`config.mk`:
```
export PLATFORM = sky130hd
export DESIGN_NAME = alu_ctrl
export DESIGN_NICKNAME = d
export VERILOG_FILES = /design/src/rtl/alu_ctrl.sv
export SDC_FILE = /design/constraint.sdc
export NUM_CORES = 1
export LEC_CHECK = 0
export BUFFER_PORTS_ARGS = -buffer_cell sky130_fd_sc_hd__buf_2
export CAP_MARGIN = 20
export CORE_ASPECT_RATIO = 1.2
export CORE_MARGIN = 2
export CORE_UTILIZATION = 35
export DETAILED_ROUTE_END_ITERATION = 8
export HOLD_SLACK_MARGIN = 0.06
export PLACE_DENSITY_LB_ADDON = 0.05
export REMOVE_ABC_BUFFERS = 1
export SKIP_LAST_GASP = 1
export SLEW_MARGIN = 0
export SYNTH_ARGS = -nofsm -noshare
export SYNTH_HDL_FRONTEND = slang
export SYNTH_SLANG_ARGS = --single-unit
```
`constraint.sdc`:
```
create_clock -name clk -period 2.9 [get_ports clk]
set_input_delay 0.435 -clock clk [delete_from_list [all_inputs] [get_ports clk]]
set_output_delay 0.435 -clock clk [all_outputs]
set_load 0.1 [all_outputs]
```
`src/rtl/alu_ctrl.sv`:
```
// Sequencer in front of a registered 32-bit ALU: register file, load/ALU command handshake,
// operand issue, result writeback. Optional ALU_CTRL_R0_ZERO_EN hardwires register 0 to zero.
module alu_ctrl #(
  parameter int unsigned NREG = 8,
  localparam int unsigned AW  = $clog2(NREG)
) (
  input  logic          clk,
  input  logic          rst_n,

  input  logic          cmd_valid,
  output logic          cmd_ready,
  input  logic          cmd_ld,
  input  logic [1:0]    cmd_op,
  input  logic [AW-1:0] cmd_rd,
  input  logic [AW-1:0] cmd_rs,
  input  logic [AW-1:0] cmd_rt,
  input  logic [31:0]   cmd_imm,

  output logic [31:0]   alu_a,
  output logic [31:0]   alu_b,
  output logic [1:0]    alu_op,
  input  logic [31:0]   alu_res,

  output logic          done_valid,
  output logic [AW-1:0] done_rd,
  output logic [31:0]   done_data,

  input  logic [AW-1:0] dbg_addr,
  output logic [31:0]   dbg_data
);

  typedef enum logic [1:0] {StIdle, StExec, StWb} state_e;

  state_e                 state_q, state_d;
  logic [AW-1:0]          rd_q, rd_d;
  logic [31:0]            alu_a_q, alu_a_d;
  logic [31:0]            alu_b_q, alu_b_d;
  logic [1:0]             alu_op_q, alu_op_d;
  logic [NREG-1:0][31:0]  rf_q, rf_d;

  logic [NREG-1:0][31:0]  rf_view;
  logic                   wr_en;
  logic [AW-1:0]          wr_idx;
  logic [31:0]            wr_data;

  // Read-side view of the register file; register 0 may be forced to zero.
  always_comb begin
    rf_view = rf_q;
`ifdef ALU_CTRL_R0_ZERO_EN
    rf_view[0] = '0;
`endif
  end

  always_comb begin
    state_d  = state_q;
    rd_d     = rd_q;
    alu_a_d  = alu_a_q;
    alu_b_d  = alu_b_q;
    alu_op_d = alu_op_q;
    rf_d     = rf_q;
    wr_en    = 1'b0;
    wr_idx   = '0;
    wr_data  = '0;

    unique case (state_q)
      StIdle: begin
        if (cmd_valid) begin
          if (cmd_ld) begin
            wr_en   = 1'b1;
            wr_idx  = cmd_rd;
            wr_data = cmd_imm;
          end else begin
            alu_a_d  = rf_view[cmd_rs];
            alu_b_d  = rf_view[cmd_rt];
            alu_op_d = cmd_op;
            rd_d     = cmd_rd;
            state_d  = StExec;
          end
        end
      end
      StExec: state_d = StWb;
      StWb: begin
        wr_en   = 1'b1;
        wr_idx  = rd_q;
        wr_data = alu_res;
        state_d = StIdle;
      end
      default: state_d = StIdle;
    endcase

`ifdef ALU_CTRL_R0_ZERO_EN
    if (wr_idx == '0) begin
      wr_en = 1'b0;
    end
`endif
    if (wr_en) begin
      rf_d[wr_idx] = wr_data;
    end
  end

  always_ff @(posedge clk or negedge rst_n) begin
    if (!rst_n) begin
      state_q  <= StIdle;
      rd_q     <= '0;
      alu_a_q  <= '0;
      alu_b_q  <= '0;
      alu_op_q <= '0;
      rf_q     <= '0;
    end else begin
      state_q  <= state_d;
      rd_q     <= rd_d;
      alu_a_q  <= alu_a_d;
      alu_b_q  <= alu_b_d;
      alu_op_q <= alu_op_d;
      rf_q     <= rf_d;
    end
  end

  assign cmd_ready  = (state_q == StIdle);
  assign alu_a      = alu_a_q;
  assign alu_b      = alu_b_q;
  assign alu_op     = alu_op_q;
  assign done_valid = (state_q == StWb);
  assign done_rd    = rd_q;
  assign done_data  = alu_res;
  assign dbg_data   = rf_view[dbg_addr];

endmodule

```
==> qor.csv, run 1 <==
metric;value;unit
placedCellCount;2396;
place_ws;276.8;ps
vias_per_cell;5.540;
drive_above_1_share;0.3857;
finalHoldViolations;0;
whs_path_depth;3;
postLayoutSetupSlackWorst;268.1;ps
cts.reportedPaths.clkPinSlew;60;ps
fin_worst_skew;17.69;ps
synth_compound_area_frac;0.06164;
netlist.area_leader.share;0.4349;
synth_top_family_by_area;multiplexers;
fin_crit;2632;ps
syn_area;0.01882;sq mm
crit_path_cell_trace;buf_4, nor2b_1, buf_2;
async_flop_share;1.000;
peakVddDrop;414.5;uV
synth_edf_count;0;
initial_core_util;0.3523;
yosysWarningCount;0;
cts-hold-fix-buffers;3;
io_buffers;216;
drt-initial-drc-count;697;
final_nets;1812;
timing.fmax;380.0;MHz
ys_ff_latch;327;
yosysMostFrequentCell;dfrtp_1;
vias;13680;
cap_viol_max_count;0;
ys.flop_type;dfrtp_1;
setup_violations;0;
die-area;0.05564;sq mm
layout.cells.non_filler;2470;
hold-path-endpoint;done_rd[2]$_DFFE_PN0P_;
cts.sinks;327;
crit_path_start;state_q[1]$_DFFE_PN0P_;
critPathRequiredTime;2470;ps
synth_mux_area_frac;0.3851;
rows;93;
ys_top_cells_by_area;dfrtp_1 (43%), mux2_2 (15%), mux2i_1 (14%);
path_delay_family;buffers and inverters;
arrival;2200;ps
grt_pass1_wl;92.75;mm
whs;97.36;ps
cts_buffers;41;
drt-total-wl;61.71;mm
clock_path_buffers;3;
antenna_cells;0;
clk_latency;560;ps
cts.htree.levels;2;
cp_slowest_cell;dfrtp_2;
grt_max_degree;70;
grt-ovfl-total;0;
r2r-end;rf_q[112]$_DFFE_PN0P_;
synth-simple-area-share;0.07540;
worst-r2r-cell-count;5;
period_share;0.9075;
critPathMaxStageDelay;500;ps
crit_buf_inv;2;
post_cts_buffers;0;
yosys.cell_types.count;29;
io_pins;217;
avgRoutedWirePerCell;24.98;um
finalPower;16430;uW
synth_fa_ha_area_frac;0;
r2r_setup_slack;480;ps
yosys-top-cells-count;dfrtp_1 (327), mux2i_1 (256), mux2_2 (254);
clockRootBuffer;clkbuf_16;
routabilityCongestion;0.7539;
p_per_area;736.7;mW/mm^2
hp-start;cmd_rd[2];
drv_slew;0;
ant_nets;0;
critPathKind;reg2out;
synthToLayoutAreaGrowth;18.52;%
drc_errors;0;
yosys.area.top_type;dfrtp_1;
grt_pass1_vias;14370;
rsz0062_at_grt;no;
synth.yosys.seq_area_share;0.4349;
core;0.05341;sq mm
cts_tree;done;
die_w;215.7;um
synth_xor_area_frac;0;
antenna_found_initial;0;
track_usage;0.2216;
tightest_slew;917.9;ps
die_h;258.0;um
dr.pass1.iters;5;
avgSynthCellArea;12.02;sq um
status;complete, no violations;
synth_cells;1566;
holdCritPathClass;in2reg;
hpwl;37.49;mm
slew_headroom;0.3880;
ctsResizeCount;0;
crit_fanout;42;
p_leak;0.01091;uW
cp-start-kind;register;
critPathCaptureType;primary output;
timing.rr.start;state_q[1]$_DFFE_PN0P_;
setup_tns;0;ps
[worst min-delay path: cells and delay by family]
kind                   cells  cell delay [ps]
and+or+nand+nor            2              100
buffers and inverters      1               90
[power breakdown]
| part | internal, uW | leakage (uW) | switching [uW] |
|---|---|---|---|
| clock | 3220 | 0.000671 | 2000 |
| combinational | 1590 | 0.00586 | 3540 |
| sequential | 5340 | 0.00438 | 733 |
[worst max path at each step]
| stage | cells after the start | end |
|---|---|---|
| after floorplan | 5 | alu_a[2]$_DFFE_PN0P_ |
| after global placement | 5 | dbg_data[16] |
| after detailed placement | 5 | dbg_data[16] |
| after CTS | 3 | done_valid |
| after global routing | 3 | done_valid |
| final | 3 | done_valid |
[state kept, by name, indices dropped and copies added (netlist names)]
| signal | cells |
|---|---|
| alu_op | 2 |
| state_q | 2 |
| alu_a | 32 |
| rf_q | 256 |
| done_rd | 3 |
| alu_b | 32 |
[through the flow]
step	util	cell area, sq um
floorplan	-	18010
global placement	0.3914	20900
detailed placement	0.3914	20900
CTS	0.4176	22300
global route	0.4176	22300
finish	0.4176	22300
[routing by layer]
metal	up-vias	global-route usage	share of wire
li1	6114	-	-
met1	7187	0.2888	0.44
met2	297	0.3827	0.50
met3	85	0.02686	0.038
met4	0	0.07165	0.024
met5	-	0	0
[cell usage in the layout (no fill, tap or decap), drive strengths merged, types with 2 or more instances in the layout]
cell         count
a21oi           34
dlygate4sd3      3
bufinv           3
nor4             2
clkinv           3
nand3b          34
nand4b           2
mux2i          256
buf            282
dfrtp          327
nand2          180
nand3           65
mux4            64
a22oi          129
clkbuf          65
nor2             3
nor2b            7
and2             3
mux2           288
[cell families after synthesis]
group	after synthesis
buffers and inverters	165
and+or+nand+nor	301
muxes	608
DFF	327
AOI/OAI and AO/OA	165
[area by class of cell]
type	count	area [sq um]
Inverter	1	5.005
Sequential cell	327	8185
Multi-Input combinational cell	1074	9906
Timing Repair Buffer	285	1947
Fill cell	5112	31110
Clock inverter	6	108.9
Tap cell	712	890.9
Clock buffer	65	1259
Note: power is estimated with default switching activity, not from simulation.
==> inputs of run 2 (changes only) <==
--- a/config.mk
+++ b/config.mk
@@ -7,6 +7,8 @@
 export LEC_CHECK = 0
 export BUFFER_PORTS_ARGS = -buffer_cell sky130_fd_sc_hd__buf_2
 export CAP_MARGIN = 20
+export CELL_PAD_IN_SITES_DETAIL_PLACEMENT = 1
+export CELL_PAD_IN_SITES_GLOBAL_PLACEMENT = 2
 export CORE_ASPECT_RATIO = 1.2
 export CORE_MARGIN = 2
 export CORE_UTILIZATION = 35
==> qor.csv, run 2 (synthesis results as in run 1) <==
metric;value;unit
status;complete, no violations;
io_buffers;216;
rows;93;
final_nets;1812;
dr.pass1.iters;4;
cts.reportedPaths.clkPinSlew;60;ps
peakVddDrop;515.1;uV
critPathRequiredTime;2470;ps
p_comb_frac;0.317;
die_w;215.7;um
p_per_area;732.7;mW/mm^2
routabilityCongestion;0.7577;
grt_pass1_wl;95.11;mm
cts.sinks;327;
critPathMaxStageDelay;490;ps
die-area;0.05564;sq mm
drt-total-wl;63.31;mm
antenna_cells;0;
cts.htree.levels;2;
arrival;2160;ps
cp_slowest_cell;buf_4;
hpwl;38.24;mm
whs;128.8;ps
critPathKind;reg2out;
dpl-instance-area;0.02092;sq mm
track_usage;0.2267;
crit_path_cell_trace;buf_4, nor2b_1, buf_2;
p_leak;0.01088;uW
rsz0062_at_grt;no;
n_fill_cell;5610;
initial_core_util;0.3523;
path_delay_family;buffers and inverters;
place_ws;365.5;ps
drc_errors;0;
ctsResizeCount;0;
crit_buf_inv;2;
period_share;0.8932;
cp-start-kind;register;
tightest_slew;1030;ps
fin_worst_skew;11.83;ps
critPathCaptureType;primary output;
largest_register_ffs;256;
drt-initial-drc-count;748;
core;0.05341;sq mm
synthToLayoutAreaGrowth;18.37;%
grt_pass1_vias;14630;
clock_path_buffers;3;
cap_viol_max_count;0;
die_h;258.0;um
slew_headroom;0.3134;
setup_violations;0;
crit_fanout;46;
fin_crit;2590;ps
drv_slew;0;
io_pins;217;
clk_latency;570;ps
regMostFlops;rf_q;
cts_tree;done;
fin_area;0.02227;sq mm
cts_buffers;40;
p_clk_frac;0.310;
drive_above_1_share;0.3873;
avgRoutedWirePerCell;25.60;um
fin_util;0.4170;
holdCritPathClass;in2reg;
p_switching;6340;uW
antenna_found_initial;0;
grt_max_degree;70;
finalPower;16320;uW
final_cell_mix;dfrtp_1 (325), mux2i_1 (256), mux2_2 (254);
ant_nets;0;
timing.fmax;386.1;MHz
grt-ovfl-total;0;
p_sw_frac;0.3885;
mostFrequentLayoutCell;dfrtp_1;
clockRootBuffer;clkbuf_16;
finalHoldViolations;0;
vias_per_cell;5.572;
vias;13780;
intPower;9980;uW
seqPwrFrac;0.372;
postLayoutSetupSlackWorst;309.8;ps
[run 2: cell count changes in the layout (fill, tap and decap cells not counted), sizes merged]
cell and delta:
inv +1, bufinv -1, clkinvlp +2, clkbuf -2
clkinv +3
[run 2: timing repair]
item,CTS,global route
endpoints found under the setup margin,0,0
hold buffers,3,0
hold endpoints to repair,55,0
buffers inserted,0,0
[run 2: final cells by class]
type,instances,area (sq um),share of cell area
multi-input cells,1074,9906,0.4447
flip-flops and latches,327,8185,0.3675
repair buffers,286,1964,0.08819
clock buffers,62,1205,0.05410
well taps,712,890.9,0.04000
clock inverters,11,117.6,0.005280
inverters,1,5.005,0.0002247
[run 2: power by group through the flow]
stage	combinational, uW	clock, uW	sequential (uW)
2_1_floorplan	2390	0	7350
3_3_place_gp	5150	0	6120
3_5_place_dp	5220	0	6140
4_1_cts	5240	5260	6060
5_1_grt	5470	5410	6190
6_report	5180	5070	6070
[run 2: tightest hold or removal path: stages]
cell and delay (ps):
buf_2 110, nand2_1 60, nand2_1 50
[run 2: worst paths after layout]
kind	end	slack (ps)	startpoint	depth (start not counted)
worst max-delay path	done_valid	310	state_q[1]$_DFFE_PN0P_	3
worst min-delay path	done_rd[2]$_DFFE_PN0P_	130	cmd_rd[2]	3
worst max register to register	rf_q[122]$_DFFE_PN0P_	580	state_q[1]$_DFFE_PN0P_	5
worst min register to register	alu_b[4]$_DFFE_PN0P_	470	alu_b[4]$_DFFE_PN0P_	2
max in group asynchronous	state_q[1]$_DFFE_PN0P_	1670	rst_n	3
min in group asynchronous	alu_b[8]$_DFFE_PN0P_	430	rst_n	2
[run 2: metrics by stage]
step                      instances  TNS, ps
final                          2473        0
after global routing           2473        0
after CTS                      2473        0
after detailed placement       2397        0
after global placement         2397        0
after floorplan                1402  -309060
[run 2: routing by layer]
metal	wire length (um)	share of wire	global-route usage	vias up
met1	27970	0.44	0.2923	7276
met5	0	0	0	-
met3	2187	0.035	0.03062	96
met4	1671	0.026	0.06839	0
met2	31480	0.50	0.3953	280
li1	-	-	-	6127
